`src/rtl/fio_init_sequencer_if.sv`:
```
// Bus bundle for fio_init_sequencer: host word stream, BRAM init write port,
// MEM read port and dump stream. master = sequencer side, slave = environment side.
interface fio_init_sequencer_if #(
  parameter int NUM_CH = 4,
  parameter int DATA_W = 256,
  parameter int ADDR_W = 10
) ();
  logic              host_valid;
  logic              host_ready;
  logic [DATA_W-1:0] host_data;

  logic [NUM_CH-1:0] ch_wen;
  logic [ADDR_W-1:0] ch_addr;
  logic [DATA_W-1:0] ch_wdata;

  logic              rd_en;
  logic [ADDR_W-1:0] rd_addr;
  logic [DATA_W-1:0] rd_data;

  logic              dump_valid;
  logic              dump_ready;
  logic [DATA_W-1:0] dump_data;
  logic              dump_last;

  modport master (
    input  host_valid, host_data, rd_data, dump_ready,
    output host_ready, ch_wen, ch_addr, ch_wdata, rd_en, rd_addr,
           dump_valid, dump_data, dump_last
  );

  modport slave (
    output host_valid, host_data, rd_data, dump_ready,
    input  host_ready, ch_wen, ch_addr, ch_wdata, rd_en, rd_addr,
           dump_valid, dump_data, dump_last
  );
endinterface

```
`src/rtl/fio_init_sequencer.sv`:
```
// FileIO engine: streams host words into the BRAM init channels, releases the GPU,
// waits for finished, then dumps a MEM window. FIO_LOAD_CKSUM_EN adds load_cksum.
module fio_init_sequencer #(
  parameter int                   NUM_CH       = 4,
  parameter int                   DATA_W       = 256,
  parameter int                   ADDR_W       = 10,
  parameter logic [16*NUM_CH-1:0] CH_DEPTH_VEC = {16'd256, 16'd256, 16'd512, 16'd1024},
  parameter int                   DUMP_BASE    = 1,
  parameter int                   DUMP_LEN     = 16,
  parameter int                   RD_LAT       = 1
) (
  input  logic                 clk,
  input  logic                 rst_n,
  input  logic                 go,
  fio_init_sequencer_if.master bus,
  output logic                 clear_o,
  output logic                 start_o,
  input  logic                 finished_i,
  output logic                 busy,
  output logic                 done
`ifdef FIO_LOAD_CKSUM_EN
  ,
  output logic [DATA_W-1:0]    load_cksum
`endif
);

  localparam int                CH_W      = (NUM_CH > 1) ? $clog2(NUM_CH) : 1;
  localparam int                DC_W      = (DUMP_LEN > 1) ? $clog2(DUMP_LEN) : 1;
  localparam logic [DC_W-1:0]   DUMP_LAST = DC_W'(DUMP_LEN - 1);
  localparam logic [2:0]        LAT_LAST  = 3'(RD_LAT - 1);
  localparam logic [ADDR_W-1:0] BASE_ADDR = ADDR_W'(DUMP_BASE);

  typedef enum logic [2:0] {
    S_IDLE, S_LOAD, S_CLEAR, S_RUN, S_DRD, S_DWAIT, S_DOUT, S_DONE
  } state_t;

  state_t              state_reg, state_next;
  logic [CH_W-1:0]     ch_reg, ch_next;
  logic [15:0]         cnt_reg, cnt_next;
  logic [DC_W-1:0]     dcnt_reg, dcnt_next;
  logic [2:0]          lat_reg, lat_next;
  logic [NUM_CH-1:0]   wen_reg, wen_next;
  logic [ADDR_W-1:0]   waddr_reg, waddr_next;
  logic [DATA_W-1:0]   wdata_reg, wdata_next;
  logic [DATA_W-1:0]   dump_data_reg, dump_data_next;
`ifdef FIO_LOAD_CKSUM_EN
  logic [DATA_W-1:0]   cksum_reg, cksum_next;
`endif

  logic [15:0]         ch_depth [NUM_CH];
  logic                first_found, next_found;
  logic [CH_W-1:0]     first_ch, next_ch;
  logic                last_word;

  genvar gi;
  generate
    for (gi = 0; gi < NUM_CH; gi++) begin : g_depth
      assign ch_depth[gi] = CH_DEPTH_VEC[16*gi +: 16];
    end
  endgenerate

  // Descending scan so the lowest qualifying index wins; zero-depth channels are skipped.
  always_comb begin
    first_found = 1'b0;
    first_ch    = '0;
    next_found  = 1'b0;
    next_ch     = '0;
    for (int i = NUM_CH - 1; i >= 0; i--) begin
      if (ch_depth[i] != 16'd0) begin
        first_found = 1'b1;
        first_ch    = CH_W'(i);
        if (i > int'(ch_reg)) begin
          next_found = 1'b1;
          next_ch    = CH_W'(i);
        end
      end
    end
  end

  assign last_word = (cnt_reg == ch_depth[ch_reg] - 16'd1);

  always_comb begin
    state_next     = state_reg;
    ch_next        = ch_reg;
    cnt_next       = cnt_reg;
    dcnt_next      = dcnt_reg;
    lat_next       = lat_reg;
    wen_next       = '0;
    waddr_next     = waddr_reg;
    wdata_next     = wdata_reg;
    dump_data_next = dump_data_reg;
`ifdef FIO_LOAD_CKSUM_EN
    cksum_next     = cksum_reg;
`endif
    case (state_reg)
      S_IDLE, S_DONE: begin
        if (go) begin
          ch_next    = first_ch;
          cnt_next   = '0;
          state_next = first_found ? S_LOAD : S_CLEAR;
`ifdef FIO_LOAD_CKSUM_EN
          cksum_next = '0;
`endif
        end
      end
      S_LOAD: begin
        if (bus.host_valid) begin
          wen_next[ch_reg] = 1'b1;
          waddr_next       = cnt_reg[ADDR_W-1:0];
          wdata_next       = bus.host_data;
`ifdef FIO_LOAD_CKSUM_EN
          cksum_next       = cksum_reg ^ bus.host_data;
`endif
          if (last_word) begin
            cnt_next = '0;
            if (next_found) ch_next = next_ch;
            else            state_next = S_CLEAR;
          end else begin
            cnt_next = cnt_reg + 16'd1;
          end
        end
      end
      S_CLEAR: state_next = S_RUN;
      S_RUN: begin
        if (finished_i) begin
          dcnt_next  = '0;
          state_next = S_DRD;
        end
      end
      S_DRD: begin
        lat_next   = '0;
        state_next = S_DWAIT;
      end
      // rd_data becomes valid in the RD_LAT-th cycle after the strobe.
      S_DWAIT: begin
        if (lat_reg == LAT_LAST) begin
          dump_data_next = bus.rd_data;
          state_next     = S_DOUT;
        end else begin
          lat_next = lat_reg + 3'd1;
        end
      end
      S_DOUT: begin
        if (bus.dump_ready) begin
          if (dcnt_reg == DUMP_LAST) begin
            state_next = S_DONE;
          end else begin
            dcnt_next  = dcnt_reg + 1'b1;
            state_next = S_DRD;
          end
        end
      end
      default: state_next = S_IDLE;
    endcase
  end

  always_ff @(posedge clk or negedge rst_n) begin
    if (!rst_n) begin
      state_reg     <= S_IDLE;
      ch_reg        <= '0;
      cnt_reg       <= '0;
      dcnt_reg      <= '0;
      lat_reg       <= '0;
      wen_reg       <= '0;
      waddr_reg     <= '0;
      wdata_reg     <= '0;
      dump_data_reg <= '0;
`ifdef FIO_LOAD_CKSUM_EN
      cksum_reg     <= '0;
`endif
    end else begin
      state_reg     <= state_next;
      ch_reg        <= ch_next;
      cnt_reg       <= cnt_next;
      dcnt_reg      <= dcnt_next;
      lat_reg       <= lat_next;
      wen_reg       <= wen_next;
      waddr_reg     <= waddr_next;
      wdata_reg     <= wdata_next;
      dump_data_reg <= dump_data_next;
`ifdef FIO_LOAD_CKSUM_EN
      cksum_reg     <= cksum_next;
`endif
    end
  end

  assign bus.host_ready = (state_reg == S_LOAD);
  assign bus.ch_wen     = wen_reg;
  assign bus.ch_addr    = waddr_reg;
  assign bus.ch_wdata   = wdata_reg;
  assign bus.rd_en      = (state_reg == S_DRD);
  assign bus.rd_addr    = BASE_ADDR + ADDR_W'(dcnt_reg);
  assign bus.dump_valid = (state_reg == S_DOUT);
  assign bus.dump_data  = dump_data_reg;
  assign bus.dump_last  = (state_reg == S_DOUT) && (dcnt_reg == DUMP_LAST);
  assign clear_o        = (state_reg == S_CLEAR);
  assign start_o        = (state_reg == S_RUN);
  assign busy           = (state_reg != S_IDLE) && (state_reg != S_DONE);
  assign done           = (state_reg == S_DONE);
`ifdef FIO_LOAD_CKSUM_EN
  assign load_cksum     = cksum_reg;
`endif

endmodule

```
`src/flat_wrapper.sv`:
```
// flat-port wrapper written by rule: the top's interface ports become plain ports
module fio_init_sequencer_flat 
#(
  parameter int                   NUM_CH       = 4,
  parameter int                   DATA_W       = 256,
  parameter int                   ADDR_W       = 10,
  parameter logic [16*NUM_CH-1:0] CH_DEPTH_VEC = {16'd256, 16'd256, 16'd512, 16'd1024},
  parameter int                   DUMP_BASE    = 1,
  parameter int                   DUMP_LEN     = 16,
  parameter int                   RD_LAT       = 1
)
  (clk, rst_n, go, clear_o, start_o, finished_i, busy, done, bus_host_valid, bus_host_data, bus_rd_data, bus_dump_ready, bus_host_ready, bus_ch_wen, bus_ch_addr, bus_ch_wdata, bus_rd_en, bus_rd_addr, bus_dump_valid, bus_dump_data, bus_dump_last);
  fio_init_sequencer_if #(.NUM_CH(NUM_CH), .DATA_W(DATA_W), .ADDR_W(ADDR_W)) bus_i ();
  input  logic clk;
  input  logic rst_n;
  input  logic go;
  output logic clear_o;
  output logic start_o;
  input  logic finished_i;
  output logic busy;
  output logic done;
  input wire logic [$bits(bus_i.host_valid)-1:0] bus_host_valid;
  input wire logic [$bits(bus_i.host_data)-1:0] bus_host_data;
  input wire logic [$bits(bus_i.rd_data)-1:0] bus_rd_data;
  input wire logic [$bits(bus_i.dump_ready)-1:0] bus_dump_ready;
  output wire logic [$bits(bus_i.host_ready)-1:0] bus_host_ready;
  output wire logic [$bits(bus_i.ch_wen)-1:0] bus_ch_wen;
  output wire logic [$bits(bus_i.ch_addr)-1:0] bus_ch_addr;
  output wire logic [$bits(bus_i.ch_wdata)-1:0] bus_ch_wdata;
  output wire logic [$bits(bus_i.rd_en)-1:0] bus_rd_en;
  output wire logic [$bits(bus_i.rd_addr)-1:0] bus_rd_addr;
  output wire logic [$bits(bus_i.dump_valid)-1:0] bus_dump_valid;
  output wire logic [$bits(bus_i.dump_data)-1:0] bus_dump_data;
  output wire logic [$bits(bus_i.dump_last)-1:0] bus_dump_last;
  assign bus_i.host_valid = bus_host_valid;
  assign bus_i.host_data = bus_host_data;
  assign bus_i.rd_data = bus_rd_data;
  assign bus_i.dump_ready = bus_dump_ready;
  assign bus_host_ready = bus_i.host_ready;
  assign bus_ch_wen = bus_i.ch_wen;
  assign bus_ch_addr = bus_i.ch_addr;
  assign bus_ch_wdata = bus_i.ch_wdata;
  assign bus_rd_en = bus_i.rd_en;
  assign bus_rd_addr = bus_i.rd_addr;
  assign bus_dump_valid = bus_i.dump_valid;
  assign bus_dump_data = bus_i.dump_data;
  assign bus_dump_last = bus_i.dump_last;
  fio_init_sequencer #(.NUM_CH(NUM_CH), .DATA_W(DATA_W), .ADDR_W(ADDR_W), .CH_DEPTH_VEC(CH_DEPTH_VEC), .DUMP_BASE(DUMP_BASE), .DUMP_LEN(DUMP_LEN), .RD_LAT(RD_LAT)) u_core (.clk(clk), .rst_n(rst_n), .go(go), .bus(bus_i), .clear_o(clear_o), .start_o(start_o), .finished_i(finished_i), .busy(busy), .done(done));
endmodule
```
`config.mk`:
```
export PLATFORM = sky130hd
export DESIGN_NAME = fio_init_sequencer_flat
export DESIGN_NICKNAME = d
export VERILOG_FILES = /design/src/rtl/fio_init_sequencer_if.sv /design/src/rtl/fio_init_sequencer.sv /design/src/flat_wrapper.sv
export SDC_FILE = /design/constraint.sdc
export NUM_CORES = 1
export LEC_CHECK = 0
export CORE_AREA = 2 2 414 416
export DETAILED_ROUTE_END_ITERATION = 12
export DIE_AREA = 0 0 416 418
export GPL_TIMING_DRIVEN = 0
export HOLD_SLACK_MARGIN = 0.08
export SETUP_SLACK_MARGIN = 0.1
export SLEW_MARGIN = 20
export SYNTH_ARGS = -nofsm -noshare
export SYNTH_HDL_FRONTEND = slang
export SYNTH_SLANG_ARGS = --single-unit
```
`constraint.sdc`:
```
create_clock -name clk -period 6.27 [get_ports clk]
set_input_delay 1.881 -clock clk [delete_from_list [all_inputs] [get_ports clk]]
set_output_delay 1.881 -clock clk [all_outputs]
set_load 0.01 [all_outputs]
```
After elaboration in Yosys (flattened, before gate mapping)
Index checks and enable logic that the tools add are counted.
{"block": "totals", "ff_bits": 554, "input_bits": 518, "output_inout_bits": 544, "wordCells": 95}
{"block": "classes", "add_sub_neg": 5, "magnitude_cmp": 6, "n_eq_ne": 20, "n_mux": 37, "n_bitwise": 1, "n_reduce_logical": 17}
{"cell": "2-to-1 mux 16 bit", "n": 5}
{"cell": "binary-select mux 16 bit (select 2 bit)", "n": 1}
{"cell": "one-hot mux 16 bit (2 select lines)", "n": 1}
{"cell": "2-to-1 mux 3 bit", "n": 8}
{"cell": "one-hot mux 3 bit (7 select lines)", "n": 1}
{"cell": "2-to-1 mux 4 bit", "n": 5}
{"cell": "adder 16 x 1 -> 16 bit (second input constant)", "n": 1}
{"cell": "== test 16 bit", "n": 1}
{"cell": "2-to-1 mux 2 bit", "n": 8}
{"cell": "subtractor 16 x 1 -> 16 bit (second input constant)", "n": 1}
{"cell": "== test 3 bit (second input constant)", "n": 4}
{"cell": "!= test 2 bit (second input constant)", "n": 6}
{"cell": "!= test 2 x 1 -> 1 bit (second input constant)", "n": 4}
{"cell": "one-hot mux 4 bit (2 select lines)", "n": 1}
{"cell": "AND reduction 7 bit", "n": 1}
{"cell": "== test 3 x 2 -> 1 bit (second input constant)", "n": 2}
{"cell": "zero test 3 bit", "n": 2}
{"cell": "one-hot mux 3 bit (2 select lines)", "n": 1}
{"cell": "AND reduction 2 bit", "n": 3}
{"cell": "nonzero test 2 bit", "n": 3}
{"cell": "adder 1 x 4 -> 5 bit (first input constant)", "n": 1}
{"cell": "AND reduction 5 bit", "n": 1}
{"cell": "adder 4 x 1 -> 4 bit (second input constant)", "n": 1}
{"cell": "== test 4 bit (second input constant)", "n": 1}
{"cell": "17 further kinds", "n": 23}

Logic depth before layout (Yosys ltp)
{"block": "logic_depth", "ltp_word": 9, "ltp_mapped": 9, "depth_no_buf": 7}

Least setup slack after synthesis
OpenSTA, ideal clock, no wires.
{"block": "synth_timing", "path_type": "register -> output", "startpoint": "register u_core.state_reg[0]", "endpoint": "output clear_o", "arrival_ns": 1.032, "required_ns": 4.389, "path_slack_ns": 3.357, "stages_incl_launch_ff": 4, "path_cell_list": "dfrtp_1 > buf_2 > buf_1 > nor3b_1"}
{"block": "synth_via", "elab_chain_cells": 1}
{"element": "start: declaration", "line": "fio_init_sequencer.sv:37", "source": "state_t state_reg, state_next;"}
{"element": "start signal: assignment", "line": "fio_init_sequencer.sv:172", "source": "state_reg <= state_next;"}
{"element": "== test 3 x 2 -> 1 bit", "line": "fio_init_sequencer.sv:196", "source": "assign clear_o = (state_reg == S_CLEAR);"}
{"element": "end: declaration", "line": "flat_wrapper.sv:17", "source": "output logic clear_o;"}
Every way passes these cells.

Final worst setup path
{"block": "layout_timing", "startpoint": "register u_core.state_reg[0]", "endpoint": "output start_o"}
{"block": "layout_via", "elab_chain_cells": 1}
{"element": "== test 3 x 2 -> 1 bit", "line": "fio_init_sequencer.sv:197", "source": "assign start_o = (state_reg == S_RUN);"}
{"element": "end: declaration", "line": "flat_wrapper.sv:18", "source": "output logic start_o;"}
Every way passes these cells.

==> flow_metrics.tcl <==
set metrics [dict create \
    outcome "finished clean" \
    crit_required_ns 4.39 \
    rows 151 \
    ioPinCount 1062 \
    critical-path-slowest-cell "clkdlybuf4s50_1" \
    endpoint_kind "output port" \
    dieArea_mm2 0.1739 \
    max_stage_delay_ns 0.58 \
    fin_skew_ns 0.03081 \
    ir_drop_mv 0.2572 \
    p_clk_share_pct 21.1 \
    fp.dieW_um 416 \
    gr-total-overflow 0 \
    netSwitchingPower_uw 6779 \
    yosys_most_used_dff "dfrtp_1" \
    power_leakage_uw 0.01610 \
    worst-endpoint-arrival_ns 2.32 \
    ys_ff_latch 554 \
    path_cells "buf_2 -> buf_1 -> nand2_1 -> nor2_1 -> clkdlybuf4s50_1" \
    yosysMostFrequentCell "nand2_1" \
    relSlewSlack_pct 37.28 \
    p_int_uw 12350 \
    grt_pass1_vias 18950 \
    dp_cells 5180 \
    synthTopCellsByArea "dfrtp_1, nand2_1, mux2_2" \
    min_period_ns 4.198 \
    fin_worst_hold_slack_ns 0.4703 \
    max_cap_violations 0 \
    netlist_instances 1896 \
    gp_congestion 0.8678 \
    drtAntennaViolNets 0 \
    die_h_um 418 \
    clkSinkCount 554 \
    totalPowerFinal_uw 19130 \
    fin_util_pct 22.04 \
    hp-start "u_core.bus.ch_wdata[212]$_DFFE_PN0P_" \
    final.period_utilization_pct 66.96 \
    worst_pin_slew_ns 0.9408 \
    crit_type "reg2out" \
    critical_path.startpoint "u_core.state_reg[0]$_DFFE_PN0P_" \
    synth_cell_types 53 \
    synth.cell_area_mm2 0.02146 \
    dp_hpwl_um 79170 \
    wl_per_cell_um 18.63 \
    ys_seq_area_share_pct 64.61 \
    synth-edff-count 0 \
    portBuffers 1056 \
    cts_tree "yes" \
    firstDrtPassIters 4 \
    slew_violations 0 \
    p_seq_share_pct 33.4 \
    cts-root-buf "clkbuf_16" \
    cts_resized 0 \
    vias 18320 \
    reg2reg_from "u_core.state_reg[1]$_DFFE_PN0P_" \
    setup_tns_ns 0 \
    swShare_pct 35.44 \
    avgSynthCellArea_um2 11.32 \
    finalSetupViolCount 0 \
    via_per_inst 3.448 \
    cts.reportedPaths.clkPinSlew_ns 0.06 \
    cts.htree.levels 3 \
    ys_warn_count 0 \
    drcViolationCount 0 \
    fin_cells 5312 \
    clock_latency_ns 0.68 \
    syn_to_final_growth_pct 73.73 \
    antenna_found_initial 24 \
    synthTopCellsByCount "nand2_1, dfrtp_1, mux2_2" \
    rsz0062_at_grt "no" \
    ctsHoldBuffers 0 \
    yosys.area.top_type "dfrtp_1" \
    start_util_pct 12.69 \
    core_mm2 0.1691 \
    finalHoldViolations 0 \
    min_path_type "reg2reg" \
    crit_fanout 10 \
    post_cts_buffers 0 \
    grt_max_degree 96 \
    grt_usage_pct 10.96 \
    cp-start-kind "flop" \
    p_comb_share_pct 45.6 \
    fmax_mhz 238.2 \
    drtIter0Drc 1025 \
    drive_gt1_share_pct 14.78 \
    synthDominantCellAreaShare_pct 64.61 \
    synthArstFlopShare_pct 100.0 \
    wl_um 98950 \
    powerDensity_mw_per_mm2 513.2 \
    grt_first_pass_wirelength_um 138200 \
    numCtsBuffers 69 \
    fin_nets 3562 \
    clockBufferDepth 3 \
]
-- path summary, 6_finish.rpt --
check                           slack (ns)  depth (start not counted)                                   end
max in group asynchronous             3.43                          4  u_core.bus.dump_data[38]$_DFFE_PN0P_
min in group asynchronous             1.05                          1  u_core.bus.ch_wdata[234]$_DFFE_PN0P_
worst max-delay path                  2.07                          5                               start_o
worst max register to register        3.49                          9  u_core.bus.ch_wdata[143]$_DFFE_PN0P_
worst min register to register        0.47                          2  u_core.bus.ch_wdata[212]$_DFFE_PN0P_
worst min-delay path                  0.47                          2  u_core.bus.ch_wdata[212]$_DFFE_PN0P_
-- logic make-up (layout without fill, tap and decap cells) --
| logic type | Yosys count | in the layout | synth area share (%) |
|---|---|---|---|
| fa+ha+maj | 11 | 11 | 0.6415 |
| buf+inv | 114 | 1299 | 2.787 |
| compound gates | 52 | 52 | 1.645 |
| flops | 554 | 554 | 64.61 |
| other cells | 1 | 14 | 0.01748 |
| xor+xnor | 9 | 9 | 0.3674 |
| mux | 259 | 259 | 13.59 |
| simple gates | 896 | 896 | 16.34 |
-- cells in the final DEF, fill, tap and decap left out, types with 3 or more instances in the layout --
cell type | Yosys | final
buf_1 | 9 | 8
o21ai_1 | 5 | 5
xnor2_1 | 4 | 4
nand3_1 | 13 | 13
conb_1 | 1 | 5
nand4_1 | 7 | 7
mux2_2 | 258 | 258
buf_4 | 33 | 33
nand2_1 | 828 | 828
clkbuf_8 | 0 | 14
xor2_1 | 5 | 5
clkbuf_16 | 0 | 70
clkdlybuf4s50_1 | 0 | 1055
buf_16 | 0 | 6
and2_1 | 4 | 4
clkinv_4 | 0 | 4
dfrtp_1 | 554 | 554
nor2_1 | 11 | 11
o21ai_0 | 14 | 14
clkbuf_1 | 23 | 38
ha_1 | 11 | 11
clkinv_2 | 0 | 8
nor3_1 | 10 | 10
o31ai_1 | 3 | 3
diode_2 | 0 | 9
inv_1 | 11 | 11
a22oi_1 | 3 | 3
inv_6 | 0 | 4
and3_1 | 7 | 7
a21oi_1 | 11 | 11
buf_2 | 36 | 37
-- critical path, delay by kind of cell (launching register included) --
| kind | cells | cell delay [ns] |
|---|---|---|
| flip-flops | 1 | 0.31 |
| buffers and inverters | 3 | 1.11 |
| AND/OR/NAND/NOR | 2 | 0.24 |
-- power by group through the flow --
stage	sequential [uW]	combinational (uW)	clock, uW
final	6380	8720	4030
after global routing	6580	9320	4310
after global placement	6390	8800	0
after CTS	6370	8910	4190
after detailed placement	6420	8880	0
after floorplan	6960	2870	0
-- layer usage --
layer | vias to the layer above | wire length (um) | track usage [%]
li1 | 8403 | - | -
met2 | 723 | 50610 | 19.35
met5 | - | 131 | 0
met4 | 20 | 4178 | 4.690
met1 | 8993 | 37260 | 12.07
met3 | 177 | 6772 | 3.416
-- final cells by class --
class                   instances  area (um2)
diodes                          9       22.52
plain buffers                 102       555.5
clock buffers                 100        2004
clock inverters                23       260.3
fillers                     18170      131800
inverters                      12       45.04
multi-input cells            1232        7009
flip-flops and latches        554       13860
well taps                    2218        2775
repair buffers               1062       10740
-- metrics by stage --
step | cell area, um2 | setup slack (ns)
3_3_place_gp | 34820 | -23.42
2_1_floorplan | 21470 | 3.357
3_5_place_dp | 34990 | 1.844
4_1_cts | 37250 | 1.956
6_report | 37280 | 2.072
5_1_grt | 37270 | 1.856
(Power assumes the default switching activity.)
